===== config.mk =====
export PLATFORM = sky130hd
export DESIGN_NAME = mem_access_unit_flat
export DESIGN_NICKNAME = d
export VERILOG_FILES = /design/src/rtl/mem_access_unit_if.sv /design/src/rtl/mem_access_unit.sv /design/src/flat_wrapper.sv
export SDC_FILE = /design/constraint.sdc
export NUM_CORES = 1
export LEC_CHECK = 0
export BUFFER_PORTS_ARGS = -buffer_cell sky130_fd_sc_hd__buf_2
export CORE_MARGIN = 4
export CORE_UTILIZATION = 41
export DETAILED_ROUTE_END_ITERATION = 10
export PLACE_DENSITY = 0.77
export SLEW_MARGIN = 40
export SYNTH_ARGS = -nofsm -noshare
export SYNTH_HDL_FRONTEND = slang
export SYNTH_SLANG_ARGS = --single-unit

===== constraint.sdc =====
create_clock -name clk -period 2.93 [get_ports clk]
set_clock_uncertainty 0.05 [all_clocks]
set_input_delay 0 -clock clk [delete_from_list [all_inputs] [get_ports clk]]
set_output_delay 0 -clock clk [all_outputs]
set_load 0.01 [all_outputs]

===== src/rtl/mem_access_unit_if.sv =====
// Data-bus bundle between the memory access unit (master) and the data
// memory / bus fabric (slave).
`timescale 1ns/1ps
interface mem_access_unit_if;
  logic        dbus_req;
  logic        dbus_we;
  logic [31:0] dbus_addr;
  logic [3:0]  dbus_be;
  logic [31:0] dbus_wdata;
  logic        dbus_ack;
  logic [31:0] dbus_rdata;

  modport master (
    output dbus_req, dbus_we, dbus_addr, dbus_be, dbus_wdata,
    input  dbus_ack, dbus_rdata
  );

  modport slave (
    input  dbus_req, dbus_we, dbus_addr, dbus_be, dbus_wdata,
    output dbus_ack, dbus_rdata
  );
endinterface


===== src/rtl/mem_access_unit.sv =====
// Memory access unit: EX/MEM consumer, data-bus master and MEM/WB register.
// Optional build macro MEM_MISALIGN_TRAP_EN: when defined, misaligned half/word
// accesses are suppressed on the bus and flagged with a misalign_err pulse.
//
// state | meaning
// IDLE  | no access outstanding; a zero-wait ack completes here
// WAIT  | access issued, waiting for dbus_ack; cnt counts waited cycles
`timescale 1ns/1ps
module mem_access_unit #(
  parameter int TIMEOUT_CYCLES = 16
) (
  input  logic                    clk,
  input  logic                    rst,
  input  logic                    me_RegWrite,
  input  logic                    me_MemWrite,
  input  logic [1:0]              me_WDsel,
  input  logic [1:0]              me_GPRSel,
  input  logic [2:0]              me_DMType,
  input  logic [31:0]             me_aluout,
  input  logic [31:0]             me_RD2,
  input  logic [4:0]              me_rd,
  input  logic [31:0]             me_PC,
  mem_access_unit_if.master       dbus,
  output logic                    mem_stall,
  output logic                    wb_RegWrite,
  output logic [1:0]              wb_WDsel,
  output logic [1:0]              wb_GPRSel,
  output logic [4:0]              wb_rd,
  output logic [31:0]             wb_aluout,
  output logic [31:0]             wb_PC,
  output logic [31:0]             wb_mdata,
  output logic                    bus_err,
  output logic                    misalign_err
);

  localparam int CNT_W = (TIMEOUT_CYCLES > 2) ? $clog2(TIMEOUT_CYCLES) : 1;
  localparam logic [CNT_W-1:0] CNT_LAST = CNT_W'(TIMEOUT_CYCLES - 1);

  typedef enum logic {IDLE, WAIT} state_t;

  state_t           state_q, state_d;
  logic [CNT_W-1:0] cnt_q, cnt_d;

  logic             wb_regwrite_q, wb_regwrite_d;
  logic [1:0]       wb_wdsel_q, wb_wdsel_d;
  logic [1:0]       wb_gprsel_q, wb_gprsel_d;
  logic [4:0]       wb_rd_q, wb_rd_d;
  logic [31:0]      wb_aluout_q, wb_aluout_d;
  logic [31:0]      wb_pc_q, wb_pc_d;
  logic [31:0]      wb_mdata_q, wb_mdata_d;
  logic             bus_err_q, bus_err_d;
  logic             misalign_err_q, misalign_err_d;

  logic        is_byte, is_half, is_word, is_signed, is_load;
  logic        mem_req, misalign, mem_op, timeout;
  logic [1:0]  a_lo;
  logic [7:0]  rd_byte;
  logic [15:0] rd_half;
  logic [31:0] ext_data;

  assign a_lo      = me_aluout[1:0];
  assign is_byte   = (me_DMType == 3'b011) || (me_DMType == 3'b100);
  assign is_half   = (me_DMType == 3'b001) || (me_DMType == 3'b010);
  assign is_word   = ~is_byte & ~is_half;
  assign is_signed = (me_DMType == 3'b000) || (me_DMType == 3'b001) ||
                     (me_DMType == 3'b011);
  assign is_load   = (me_WDsel == 2'b01);
  assign mem_req   = me_MemWrite | is_load;

`ifdef MEM_MISALIGN_TRAP_EN
  assign misalign = mem_req & ((is_half & a_lo[0]) | (is_word & (a_lo != 2'b00)));
`else
  assign misalign = 1'b0;
`endif

  assign mem_op  = mem_req & ~misalign;
  assign timeout = (state_q == WAIT) && (cnt_q == CNT_LAST) && !dbus.dbus_ack;
  assign mem_stall = mem_op & ~dbus.dbus_ack & ~timeout;

  // Bus request side: purely combinational from the EX/MEM bundle.
  always_comb begin
    dbus.dbus_req   = mem_op;
    dbus.dbus_we    = me_MemWrite;
    dbus.dbus_addr  = {me_aluout[31:2], 2'b00};
    dbus.dbus_be    = 4'b1111;
    dbus.dbus_wdata = me_RD2;
    if (is_byte) begin
      dbus.dbus_be    = 4'b0001 << a_lo;
      dbus.dbus_wdata = {4{me_RD2[7:0]}};
    end else if (is_half) begin
      dbus.dbus_be    = a_lo[1] ? 4'b1100 : 4'b0011;
      dbus.dbus_wdata = {2{me_RD2[15:0]}};
    end
  end

  // Load lane extraction and sign/zero extension.
  always_comb begin
    rd_byte  = dbus.dbus_rdata[{a_lo, 3'b000} +: 8];
    rd_half  = dbus.dbus_rdata[{a_lo[1], 4'b0000} +: 16];
    ext_data = dbus.dbus_rdata;
    if (is_byte)
      ext_data = is_signed ? {{24{rd_byte[7]}}, rd_byte} : {24'b0, rd_byte};
    else if (is_half)
      ext_data = is_signed ? {{16{rd_half[15]}}, rd_half} : {16'b0, rd_half};
  end

  // Wait-state FSM; a dropped request abandons the access and returns to IDLE.
  always_comb begin
    state_d = state_q;
    cnt_d   = cnt_q;
    case (state_q)
      IDLE: begin
        if (mem_op && !dbus.dbus_ack) begin
          state_d = WAIT;
          cnt_d   = '0;
        end
      end
      WAIT: begin
        if (!mem_op || dbus.dbus_ack || timeout) begin
          state_d = IDLE;
          cnt_d   = '0;
        end else begin
          cnt_d = cnt_q + CNT_W'(1);
        end
      end
      default: begin
        state_d = IDLE;
        cnt_d   = '0;
      end
    endcase
  end

  // MEM/WB next value: bubble while stalled, otherwise capture with kills.
  always_comb begin
    wb_regwrite_d  = wb_regwrite_q;
    wb_wdsel_d     = wb_wdsel_q;
    wb_gprsel_d    = wb_gprsel_q;
    wb_rd_d        = wb_rd_q;
    wb_aluout_d    = wb_aluout_q;
    wb_pc_d        = wb_pc_q;
    wb_mdata_d     = wb_mdata_q;
    bus_err_d      = 1'b0;
    misalign_err_d = 1'b0;
    if (mem_stall) begin
      wb_regwrite_d = 1'b0;
    end else begin
      wb_regwrite_d = me_RegWrite;
      wb_wdsel_d    = me_WDsel;
      wb_gprsel_d   = me_GPRSel;
      wb_rd_d       = me_rd;
      wb_aluout_d   = me_aluout;
      wb_pc_d       = me_PC;
      wb_mdata_d    = (mem_op && is_load && dbus.dbus_ack) ? ext_data : 32'b0;
      if (timeout) begin
        wb_regwrite_d = 1'b0;
        wb_mdata_d    = 32'b0;
        bus_err_d     = 1'b1;
      end
      if (misalign) begin
        wb_regwrite_d  = 1'b0;
        misalign_err_d = 1'b1;
      end
    end
  end

  // State, counter and MEM/WB registers with asynchronous reset.
  always_ff @(posedge clk or posedge rst) begin
    if (rst) begin
      state_q        <= IDLE;
      cnt_q          <= '0;
      wb_regwrite_q  <= 1'b0;
      wb_wdsel_q     <= 2'b0;
      wb_gprsel_q    <= 2'b0;
      wb_rd_q        <= 5'b0;
      wb_aluout_q    <= 32'b0;
      wb_pc_q        <= 32'b0;
      wb_mdata_q     <= 32'b0;
      bus_err_q      <= 1'b0;
      misalign_err_q <= 1'b0;
    end else begin
      state_q        <= state_d;
      cnt_q          <= cnt_d;
      wb_regwrite_q  <= wb_regwrite_d;
      wb_wdsel_q     <= wb_wdsel_d;
      wb_gprsel_q    <= wb_gprsel_d;
      wb_rd_q        <= wb_rd_d;
      wb_aluout_q    <= wb_aluout_d;
      wb_pc_q        <= wb_pc_d;
      wb_mdata_q     <= wb_mdata_d;
      bus_err_q      <= bus_err_d;
      misalign_err_q <= misalign_err_d;
    end
  end

  assign wb_RegWrite  = wb_regwrite_q;
  assign wb_WDsel     = wb_wdsel_q;
  assign wb_GPRSel    = wb_gprsel_q;
  assign wb_rd        = wb_rd_q;
  assign wb_aluout    = wb_aluout_q;
  assign wb_PC        = wb_pc_q;
  assign wb_mdata     = wb_mdata_q;
  assign bus_err      = bus_err_q;
  assign misalign_err = misalign_err_q;

endmodule

===== src/flat_wrapper.sv =====
// flat-port wrapper written by rule: the top's interface ports become plain ports
module mem_access_unit_flat 
#(
  parameter int TIMEOUT_CYCLES = 16
)
  (clk, rst, me_RegWrite, me_MemWrite, me_WDsel, me_GPRSel, me_DMType, me_aluout, me_RD2, me_rd, me_PC, mem_stall, wb_RegWrite, wb_WDsel, wb_GPRSel, wb_rd, wb_aluout, wb_PC, wb_mdata, bus_err, misalign_err, dbus_dbus_req, dbus_dbus_we, dbus_dbus_addr, dbus_dbus_be, dbus_dbus_wdata, dbus_dbus_ack, dbus_dbus_rdata);
  mem_access_unit_if dbus_i ();
  input  logic clk;
  input  logic rst;
  input  logic me_RegWrite;
  input  logic me_MemWrite;
  input  logic [1:0] me_WDsel;
  input  logic [1:0] me_GPRSel;
  input  logic [2:0] me_DMType;
  input  logic [31:0] me_aluout;
  input  logic [31:0] me_RD2;
  input  logic [4:0] me_rd;
  input  logic [31:0] me_PC;
  output logic mem_stall;
  output logic wb_RegWrite;
  output logic [1:0] wb_WDsel;
  output logic [1:0] wb_GPRSel;
  output logic [4:0] wb_rd;
  output logic [31:0] wb_aluout;
  output logic [31:0] wb_PC;
  output logic [31:0] wb_mdata;
  output logic bus_err;
  output logic misalign_err;
  output wire logic [$bits(dbus_i.dbus_req)-1:0] dbus_dbus_req;
  output wire logic [$bits(dbus_i.dbus_we)-1:0] dbus_dbus_we;
  output wire logic [$bits(dbus_i.dbus_addr)-1:0] dbus_dbus_addr;
  output wire logic [$bits(dbus_i.dbus_be)-1:0] dbus_dbus_be;
  output wire logic [$bits(dbus_i.dbus_wdata)-1:0] dbus_dbus_wdata;
  input wire logic [$bits(dbus_i.dbus_ack)-1:0] dbus_dbus_ack;
  input wire logic [$bits(dbus_i.dbus_rdata)-1:0] dbus_dbus_rdata;
  assign dbus_dbus_req = dbus_i.dbus_req;
  assign dbus_dbus_we = dbus_i.dbus_we;
  assign dbus_dbus_addr = dbus_i.dbus_addr;
  assign dbus_dbus_be = dbus_i.dbus_be;
  assign dbus_dbus_wdata = dbus_i.dbus_wdata;
  assign dbus_i.dbus_ack = dbus_dbus_ack;
  assign dbus_i.dbus_rdata = dbus_dbus_rdata;
  mem_access_unit #(.TIMEOUT_CYCLES(TIMEOUT_CYCLES)) u_core (.clk(clk), .rst(rst), .me_RegWrite(me_RegWrite), .me_MemWrite(me_MemWrite), .me_WDsel(me_WDsel), .me_GPRSel(me_GPRSel), .me_DMType(me_DMType), .me_aluout(me_aluout), .me_RD2(me_RD2), .me_rd(me_rd), .me_PC(me_PC), .dbus(dbus_i), .mem_stall(mem_stall), .wb_RegWrite(wb_RegWrite), .wb_WDsel(wb_WDsel), .wb_GPRSel(wb_GPRSel), .wb_rd(wb_rd), .wb_aluout(wb_aluout), .wb_PC(wb_PC), .wb_mdata(wb_mdata), .bus_err(bus_err), .misalign_err(misalign_err));
endmodule

==> metrics <==
most frequent cells after synthesis=112 x dfrtp_1, 88 x mux2_1, 56 x buf_4; Hold Crit Class=in -> reg; Fillers=1,093; top area cells in the synthesized netlist=dfrtp_1 47%, mux2_1 17%, buf_4 7.0%, o2bb2ai_1 3.7%, o21ai_1 2.6%; fin crit period=2.185 ns; Die Y=128.6 um; starting density of the core=42.48%; largest area contributor in the netlist=dfrtp_1; final worst-path cycle share=74.57%; met2 usage=38.31%; grt met1 use=27.85%; mean routed wirelength per cell=18.59 um; port buffer count=320; area of the multi-input gates=0.002630 mm2; DRC=0; Num CTS Buffers=9; register area share after synthesis=46.98%; vias in the first global route=5,476; CP required=3.11 ns; Max Clk Rate=457.7 MHz; # H-tree levels=3; Post-CTS Hold Fix Bufs=89; gr ovfl total=0; Worst Setup Start Kind=input pin; WL final=19.61 mm; largest net degree at the start of global routing=43; Tot GR Track Use=23.09%; final instance area=0.008606 mm2; Data arrival, critical path=2.36 ns; worst rel slew slack=44.02%; max-capacitance violation count=0; Reg area=0.002803 mm2; most frequent cell after synthesis=dfrtp_1; outcome=completed; warnings from Yosys=0; hold_ws=0.01197 ns; Die W=128.6 um; Area after DPL=0.007402 mm2; via/cell ratio=5.187; fraction of layout cells with a size suffix above 1=41.60%; sw frac=29.17%; die area=0.01654 mm2; worst setup path category=in -> reg; Syn Inst Count=516; number of clock sinks=112; Post-synth EDFFs=0; CP Max Fanout=41; final cell count without fillers=1,055; setup tns final=0 ns; gp weighted congestion=0.8059; Worst Max-Slew Pin Slew=0.8398 ns; clock-pin slew on the worst setup and hold paths=0.07 ns; Fin. Hold Viols=0; CORE AREA=0.01404 mm2; first-pass GRT wire length=29.97 mm; Critical Path End Type=register; top_reg_cell synth=dfrtp_1; DR pass1 iterations=5; total leakage power=4.205 nW; Mean Syn Cell Area=11.56 um2; Clk network pwr share=32.2%; RSZ-0062 raised after global routing=no; Cell Pwr Density=463.8 mW/mm2; Antenna diodes=0; Boundary Pins=324; TritonCTS clock tree=done; CTS Root Cell=clkbuf_16; NetSw=1.164 mW; max-slew violation count=0; Internal=2.827 mW; Synth async-reset ratio=100.0%; cell area after synthesis=0.005966 mm2; post_cts resized=0; Unique masters post-synth=53; Detail Placement HPWL=13.46 mm; Synth Register Bits=112; initial antenna violation count=1; Final nets=1,016; most used routing layer=met2; share of the synthesized area in the top cell type=46.98%; Syn-to-layout area delta=44.25%; Max clock buf depth=2; dpl cells=950; Comb pwr share=24.2%; Vias=5,472; Final ANT Viol Nets=0; initial drt markers=261; GR Util met3=6.766%; sequential power share=43.5%; Post-CTS Setup Repair Bufs=0; Setup Viol. Count Final=0; Rows=43; post-layout util=61.28%; Clock Latency Late Sink=0.35 ns; Max VDD drop=0.4043 mV
[cell families after synthesis]
kind of cell / after synthesis / synth area share, %
and+or+nand+nor: 90 / 7.739
other: 1 / 0.06286
xor gates and xnor gates: 5 / 1.175
muxes: 104 / 21.10
DFF: 112 / 46.98
buffers and inverters: 82 / 9.165
AOI/OAI and AO/OA: 121 / 13.57
adders and majority gates: 1 / 0.2097
[metrics by stage]
step | total power, mW | setup slack (ns)
floorplan | 2.262 | 1.295
global placement | 2.612 | 0.8734
detailed placement | 2.631 | 0.8280
CTS | 4.019 | 0.7781
global route | 4.179 | 0.6228
finish | 3.992 | 0.7451
[power groups by stage]
stage                     registers [mW]  clock network (mW)  logic, mW
after floorplan                     1.82                   0      0.441
after global routing                1.75                1.38       1.05
final                               1.74                1.29      0.967
after CTS                           1.73                1.32      0.963
after global placement              1.76                   0      0.852
after detailed placement            1.76                   0      0.867
[cell usage in the layout, fill, tap and decap left out, types with 2 or more instances in the layout]
cell	instances
buf_12	2
mux4_1	2
o211ai_1	8
a21oi_2	2
a21o_1	7
nand2_1	34
nor2b_1	2
nand2b_1	2
or3_1	7
o2bb2ai_1	25
o21ai_1	30
xnor2_1	3
nand3_1	17
buf_2	320
mux2i_1	8
dfrtp_1	112
clkinvlp_4	3
o21ai_0	24
clkbuf_16	9
mux2_1	88
nor2_1	6
conb_1	3
o21a_1	3
buf_4	8
dlygate4sd3_1	89
a31oi_1	9
nor3b_1	2
inv_6	2
and3_1	8
a21oi_1	4
mux4_2	6
[worst max-delay path, cell delays in order]
cell and delay [ns]:
dlygate4sd3_1 0.53, buf_2 0.13, nand2b_1 0.17, a21oi_2 0.30, and2_4 0.52, buf_12 0.30
mux2_1 0.39
[area by class of cell]
cell class,count,area share (%)
clock inverters,6,0.8578
inverters,3,0.1745
clock buffers,10,2.777
repair buffers,420,30.44
multi-input cells,324,30.56
well taps,180,2.617
flip-flops and latches,112,32.57
[registers in the layout, indices dropped and copies added (netlist names)]
name	cells
u_core.wb_RegWrite	1
u_core.wb_aluout	32
u_core.wb_PC	32
u_core.wb_rd	5
u_core.bus_err	1
u_core.wb_WDsel	2
u_core.wb_GPRSel	2
u_core.wb_mdata	32
u_core.state_q	1
u_core.cnt_q	4
[final timing paths]
kind	slack, ns	start	cells after the start	endpoint
max	0.75	me_WDsel[1]	7	u_core.wb_PC[0]$_DFFE_PP0N_
min	0.01	dbus_dbus_rdata[23]	3	u_core.wb_mdata[23]$_DFFE_PP0N_
max reg2reg	0.79	u_core.cnt_q[0]$_DFFE_PP0P_	5	u_core.wb_PC[0]$_DFFE_PP0N_
min reg2reg	0.43	u_core.wb_mdata[9]$_DFFE_PP0N_	1	u_core.wb_mdata[9]$_DFFE_PP0N_
max in group asynchronous	1.92	rst	4	u_core.wb_PC[28]$_DFFE_PP0N_
min in group asynchronous	0.18	rst	3	u_core.wb_aluout[7]$_DFFE_PP0N_
[routing by layer]
metal  part of all wire (%)  up-vias
met5                  0.041        -
met3                    7.9       55
met2                     49      258
met1                     39     2606
met4                    4.1        2
li1                       -     2551
Note: power is estimated with default switching activity, not from simulation.
